**src/rtl/rns_pkg.sv**
```systemverilog
// Shared definitions for the RNS command sequencer and its operand demux.
package rns_pkg;

    localparam int W_DEFAULT = 7;

    localparam logic [1:0] OP_ADD = 2'b00;
    localparam logic [1:0] OP_SUB = 2'b01;
    localparam logic [1:0] OP_MUL = 2'b10;
    localparam logic [1:0] OP_ILL = 2'b11;

    // s1s0 code that makes the result network output zero
    localparam logic [1:0] SEL_ZERO = 2'b11;

    typedef enum logic [1:0] {
        IDLE = 2'd0,
        EXEC = 2'd1,
        RESP = 2'd2
    } state_t;

    // Select code seen by the result network: the opcode while a unit is busy, zero otherwise
    function automatic logic [1:0] sel_code(input logic en, input logic [1:0] op);
        return en ? op : SEL_ZERO;
    endfunction

endpackage

```
**src/rtl/rns_operand_demux.sv**
```systemverilog
// Routes the latched operand pair to exactly one residue unit; the other two
// pairs are held at zero because the result network ORs in the add term whenever s0=0.
module rns_operand_demux
    import rns_pkg::*;
#(
    parameter int W = W_DEFAULT
) (
    input  logic         i_en,
    input  logic [1:0]   i_op,
    input  logic [W-1:0] i_a,
    input  logic [W-1:0] i_b,
    output logic [W-1:0] o_add_a,
    output logic [W-1:0] o_add_b,
    output logic [W-1:0] o_sub_a,
    output logic [W-1:0] o_sub_b,
    output logic [W-1:0] o_mul_a,
    output logic [W-1:0] o_mul_b
);

    // Steer a/b to the selected unit only; everything else reads zero
    always_comb begin
        o_add_a = '0;
        o_add_b = '0;
        o_sub_a = '0;
        o_sub_b = '0;
        o_mul_a = '0;
        o_mul_b = '0;
        if (i_en) begin
            case (i_op)
                OP_ADD: begin
                    o_add_a = i_a;
                    o_add_b = i_b;
                end
                OP_SUB: begin
                    o_sub_a = i_a;
                    o_sub_b = i_b;
                end
                OP_MUL: begin
                    o_mul_a = i_a;
                    o_mul_b = i_b;
                end
                default: ;
            endcase
        end
    end

endmodule

```
**src/rtl/rns_op_sequencer.sv**
```systemverilog
// Command front end of the RNS datapath: accepts one op, drives the selected
// residue unit for its latency, captures the network result and returns it.
//
// state | meaning
// IDLE  | ready for a command, units idle, network forced to zero
// EXEC  | selected unit driven, latency counter running down to zero
// RESP  | response held on rsp_* until the consumer takes it
module rns_op_sequencer
    import rns_pkg::*;
#(
    parameter int W       = W_DEFAULT,
    parameter int ADD_LAT = 1,
    parameter int SUB_LAT = 1,
    parameter int MUL_LAT = 3,
    parameter int CNT_W   = 4
) (
    input  logic         clk,
    input  logic         rst_n,
    input  logic         cmd_valid,
    output logic         cmd_ready,
    input  logic [1:0]   cmd_op,
    input  logic [W-1:0] cmd_a,
    input  logic [W-1:0] cmd_b,
    output logic [W-1:0] add_a,
    output logic [W-1:0] add_b,
    output logic [W-1:0] sub_a,
    output logic [W-1:0] sub_b,
    output logic [W-1:0] mul_a,
    output logic [W-1:0] mul_b,
    output logic         s0,
    output logic         s1,
    input  logic [W-1:0] mux_result,
    output logic         rsp_valid,
    input  logic         rsp_ready,
    output logic [W-1:0] rsp_data,
    output logic         rsp_err
);

    state_t           r_state;
    state_t           w_next;
    logic [1:0]       r_op;
    logic [W-1:0]     r_a;
    logic [W-1:0]     r_b;
    logic [CNT_W-1:0] r_cnt;
    logic [W-1:0]     r_rsp_data;
    logic             r_rsp_err;
    logic [CNT_W-1:0] w_lat_m1;
    logic             w_accept;
    logic             w_exec;

    assign w_accept = cmd_valid & cmd_ready;

    // Counter preload: the count reaches zero in the last EXEC cycle, so EXEC lasts LAT cycles
    always_comb begin
        w_lat_m1 = '0;
        case (cmd_op)
            OP_ADD:  w_lat_m1 = CNT_W'(ADD_LAT - 1);
            OP_SUB:  w_lat_m1 = CNT_W'(SUB_LAT - 1);
            OP_MUL:  w_lat_m1 = CNT_W'(MUL_LAT - 1);
            default: w_lat_m1 = '0;
        endcase
    end

    // State register
    always_ff @(posedge clk) begin
        if (!rst_n) begin
            r_state <= IDLE;
        end else begin
            r_state <= w_next;
        end
    end

    // Next-state logic; illegal opcodes skip EXEC and report straight away
    always_comb begin
        w_next = r_state;
        case (r_state)
            IDLE: begin
                if (w_accept) begin
                    w_next = (cmd_op == OP_ILL) ? RESP : EXEC;
                end
            end
            EXEC: begin
                if (r_cnt == '0) begin
                    w_next = RESP;
                end
            end
            RESP: begin
                if (rsp_ready) begin
                    w_next = IDLE;
                end
            end
            default: w_next = IDLE;
        endcase
    end

    // Command latch, latency counter and response capture
    always_ff @(posedge clk) begin
        if (!rst_n) begin
            r_op       <= OP_ADD;
            r_a        <= '0;
            r_b        <= '0;
            r_cnt      <= '0;
            r_rsp_data <= '0;
            r_rsp_err  <= 1'b0;
        end else begin
            if (w_accept) begin
                r_op  <= cmd_op;
                r_a   <= cmd_a;
                r_b   <= cmd_b;
                r_cnt <= w_lat_m1;
                if (cmd_op == OP_ILL) begin
                    r_rsp_data <= '0;
                    r_rsp_err  <= 1'b1;
                end
            end
            if (r_state == EXEC) begin
                if (r_cnt == '0) begin
                    r_rsp_data <= mux_result;
                    r_rsp_err  <= 1'b0;
                end else begin
                    r_cnt <= r_cnt - 1'b1;
                end
            end
        end
    end

    // Outputs decoded from state; cmd_ready is also held low while reset is asserted
    always_comb begin
        cmd_ready = (r_state == IDLE) && rst_n;
        rsp_valid = (r_state == RESP);
        w_exec    = (r_state == EXEC);
        {s1, s0}  = sel_code(w_exec, r_op);
    end

    assign rsp_data = r_rsp_data;
    assign rsp_err  = r_rsp_err;

    rns_operand_demux #(.W(W)) u_demux (
        .i_en    (w_exec),
        .i_op    (r_op),
        .i_a     (r_a),
        .i_b     (r_b),
        .o_add_a (add_a),
        .o_add_b (add_b),
        .o_sub_a (sub_a),
        .o_sub_b (sub_b),
        .o_mul_a (mul_a),
        .o_mul_b (mul_b)
    );

endmodule
```
**config.mk**
```make
export PLATFORM = sky130hd
export DESIGN_NAME = rns_op_sequencer
export DESIGN_NICKNAME = d
export VERILOG_FILES = /design/src/rtl/rns_pkg.sv /design/src/rtl/rns_operand_demux.sv /design/src/rtl/rns_op_sequencer.sv
export SDC_FILE = /design/constraint.sdc
export NUM_CORES = 1
export LEC_CHECK = 0
export ABC_AREA = 1
export BUFFER_PORTS_ARGS = -buffer_cell sky130_fd_sc_hd__buf_2
export CAP_MARGIN = 40
export CORE_UTILIZATION = 45
export DETAILED_ROUTE_END_ITERATION = 7
export GPL_ROUTABILITY_DRIVEN = 0
export PLACE_DENSITY = 0.8
export SYNTH_ARGS = -nofsm -noshare
export SYNTH_HDL_FRONTEND = slang
export SYNTH_HIERARCHICAL = 1
export SYNTH_SLANG_ARGS = --single-unit
```
**constraint.sdc**
```tcl
create_clock -name clk -period 1.3 [get_ports clk]
set_input_delay 0.195 -clock clk [delete_from_list [all_inputs] [get_ports clk]]
set_output_delay 0.195 -clock clk [all_outputs]
set_load 0.005 [all_outputs]
```
==> flow_metrics.env <==
export IMPL_final_common_cell="buf_2"
export IMPL_hpwl_um=3260
export IMPL_synth_fp_nets=280
export IMPL_grt_pass1_wl_um=6840
export IMPL_dieArea_sq_um=3790
export IMPL_placed_area_sq_um=2090
export IMPL_layout_cells_non_filler=396
export IMPL_skew_ns=0.0118
export IMPL_clkPwrFrac=0.170
export IMPL_initial_core_util=0.474
export IMPL_layout_setup_ws_ns=-0.353
export IMPL_final_max_slew_viol_count=0
export IMPL_worstPathRequired_ns=1.11
export IMPL_netlist_instances=252
export IMPL_drive_above_1_share=0.466
export IMPL_worstHoldStart="cmd_b[1]"
export IMPL_die_y_um=61.5
export IMPL_yosysWarnings=6
export IMPL_synth_distinct_cells=26
export IMPL_violations="negative setup slack"
export IMPL_diodes=0
export IMPL_path_max_fanout=8
export IMPL_fin_hold_ws_ns=0.0457
export IMPL_clock_sinks=30
export IMPL_grt_util_all_layers=0.246
export IMPL_cts_tree="built"
export IMPL_min_path_cells=3
export IMPL_grt_pass1_vias=1648
export IMPL_critPathArrivalTime_ns=1.46
export IMPL_wl_per_cell_um=12.6
export IMPL_min_period_ns=1.65
export IMPL_internal_power_mw=2.11
export IMPL_p_leak_nw=1.34
export IMPL_cts_htree_levels=2
export IMPL_hp_class="input port to flop"
export IMPL_ir_worst_vdd_mv=0.939
export IMPL_p_sw_mw=1.39
export IMPL_rsz0062_at_grt="true"
export IMPL_max_cap_violations=0
export IMPL_drt_iter0_markers=145
export IMPL_status="finished with violations"
export IMPL_rrSetupSlack_ns=-0.07
export IMPL_coreArea_sq_um=3360
export IMPL_nNetsFinal=377
export IMPL_critical_path_class="flop to output port"
export IMPL_placed_cells=379
export IMPL_fin_tns_setup_ns=-11.28
export IMPL_worstSkewPairLatency_ns=0.34
export IMPL_clk_pin_slew_ns=0.10
export IMPL_final_cell_area_sq_um=2410
export IMPL_tightest_slew_ns=0.317
export IMPL_pwr_density_cell_nw_per_um2=1450
export IMPL_timing_rr_start="r_state[0]$_SDFFE_PN0P_"
export IMPL_ant_nets=0
export IMPL_p_sw_frac=0.396
export IMPL_cts_root_buffer="clkbuf_4"
export IMPL_clk_path_buf_depth=2
export IMPL_synth_seq_cells=30
export IMPL_post_route_util=0.717
export IMPL_r2r_end="r_cnt[1]$_SDFF_PN0_"
export IMPL_endpoint_kind="output port"
export IMPL_drc=0
export IMPL_fmax_mhz=605
export IMPL_avgSynthCellArea_sq_um=6.33
export IMPL_syn_area_sq_um=1600
export IMPL_relSlewSlack=0.788
export IMPL_routed_via_density=4.98
export IMPL_cp_start_kind="flop"
export IMPL_setup_viol=49
export IMPL_areaGrowthSynthToFinish_pct=51.2
export IMPL_antenna_found_initial=0
export IMPL_numPortBuffers=80
export IMPL_seqPwrFrac=0.355
export IMPL_post_route_period_util=1.27
export IMPL_total_power_mw=3.50
export IMPL_io_pins=81
export IMPL_rows=21
export IMPL_dp_slack_ns=0.00307
export IMPL_grt_max_degree=22
export IMPL_postCtsHoldBufs=0
export IMPL_hold_viol=0
export IMPL_die_w_um=61.5
export IMPL_p_comb_frac=0.475
export IMPL_cts_buffers=5
export IMPL_layout_common_cells="78 x buf_2, 61 x nand2_1, 36 x nor2_1, 28 x dfxtp_1, 22 x inv_1"
export IMPL_gr_total_overflow=0
export IMPL_first_pass_iters=4
export IMPL_ys_seq_area_frac=0.376
export IMPL_min_to="r_b[1]$_SDFFE_PN0P_"
export IMPL_worst_r2r_path_depth=12
export IMPL_wl_um=5000
export IMPL_routed_via_count=1974
-- cells by family (layout without fill, tap and decap cells) --
family          Yosys count  in the layout  synth area share
simple gates            158            158             0.416
xor+xnor                  1              1           0.00549
compound gates           24             24            0.0800
fa+ha+maj                 1              1           0.00784
buf+inv                  38            136             0.114
flops                    30             30             0.376
-- synthesized netlist by cell type (all sizes together) --
cell    number  share of area
clkinv       1         0.0024
dfxtp       30           0.38
clkbuf       1         0.0024
or2          2         0.0078
inv         26          0.061
a21oi       12          0.040
ha           1         0.0078
xor2         1         0.0055
o21ai       12          0.040
nand3       22          0.072
nand2       80           0.19
buf         10          0.048
nand4        1         0.0039
nor2        53           0.14
-- state kept, by name (all words and copies together), names as in the netlist --
signal and count:
rsp_err 1, r_a 7, r_b 7, r_cnt 4, r_state 2, r_op 2, rsp_data 7
-- power groups by stage --
stage	Sequential (mW)	Clock [mW]	Combinational (mW)
3_3_place_gp	1.23	0	1.15
3_5_place_dp	1.23	0	1.18
5_1_grt	1.26	0.638	1.81
6_report	1.24	0.593	1.66
4_1_cts	1.22	0.606	1.36
2_1_floorplan	1.22	0	0.766
-- worst max path at each step --
stage	start	to	slack [ns]	depth (start not counted)
final	r_state[0]$_SDFFE_PN0P_	sub_b[5]	-0.35	6
after global routing	r_state[0]$_SDFFE_PN0P_	sub_b[5]	-0.40	6
after CTS	r_state[0]$_SDFFE_PN0P_	add_a[0]	-0.27	6
after detailed placement	r_cnt[0]$_SDFF_PN0_	r_cnt[1]$_SDFF_PN0_	0.003	10
after global placement	r_cnt[1]$_SDFF_PN0_	r_cnt[1]$_SDFF_PN0_	0.04	10
after floorplan	r_cnt[0]$_SDFF_PN0_	r_cnt[1]$_SDFF_PN0_	0.09	10
-- layout make-up --
type | count | area [sq um]
Timing Repair Buffer | 101 | 618
Clock buffer | 7 | 55.1
Multi-Input combinational cell | 184 | 958
Tap cell | 46 | 57.6
Clock inverter | 1 | 5.00
Inverter | 27 | 115
Sequential cell | 30 | 603
Fill cell | 283 | 951
-- timing repair --
action,in CTS,in global routing
setup buffers,4,5
gates cloned,0,1
resized for setup,18,50
pin swaps,10,27
endpoints found under the setup margin,46,72
-- critical path: stages (launching register included) --
cell	delay (ns)
dfxtp_2	0.35
inv_2	0.05
nor2_4	0.17
buf_8	0.18
nand2_2	0.09
nor2_1	0.15
buf_2	0.14
-- layer usage --
metal  GRT usage  share of wire  wire length (um)  vias to the layer above
met5           0              0                 0                        -
met4       0.111          0.019                97                        0
met3      0.0609          0.045               227                       14
met2       0.410           0.53              2660                       58
met1       0.297           0.40              2020                      929
li1            -              -                 -                      973
No activity file was read; power rests on OpenSTA's default activity.
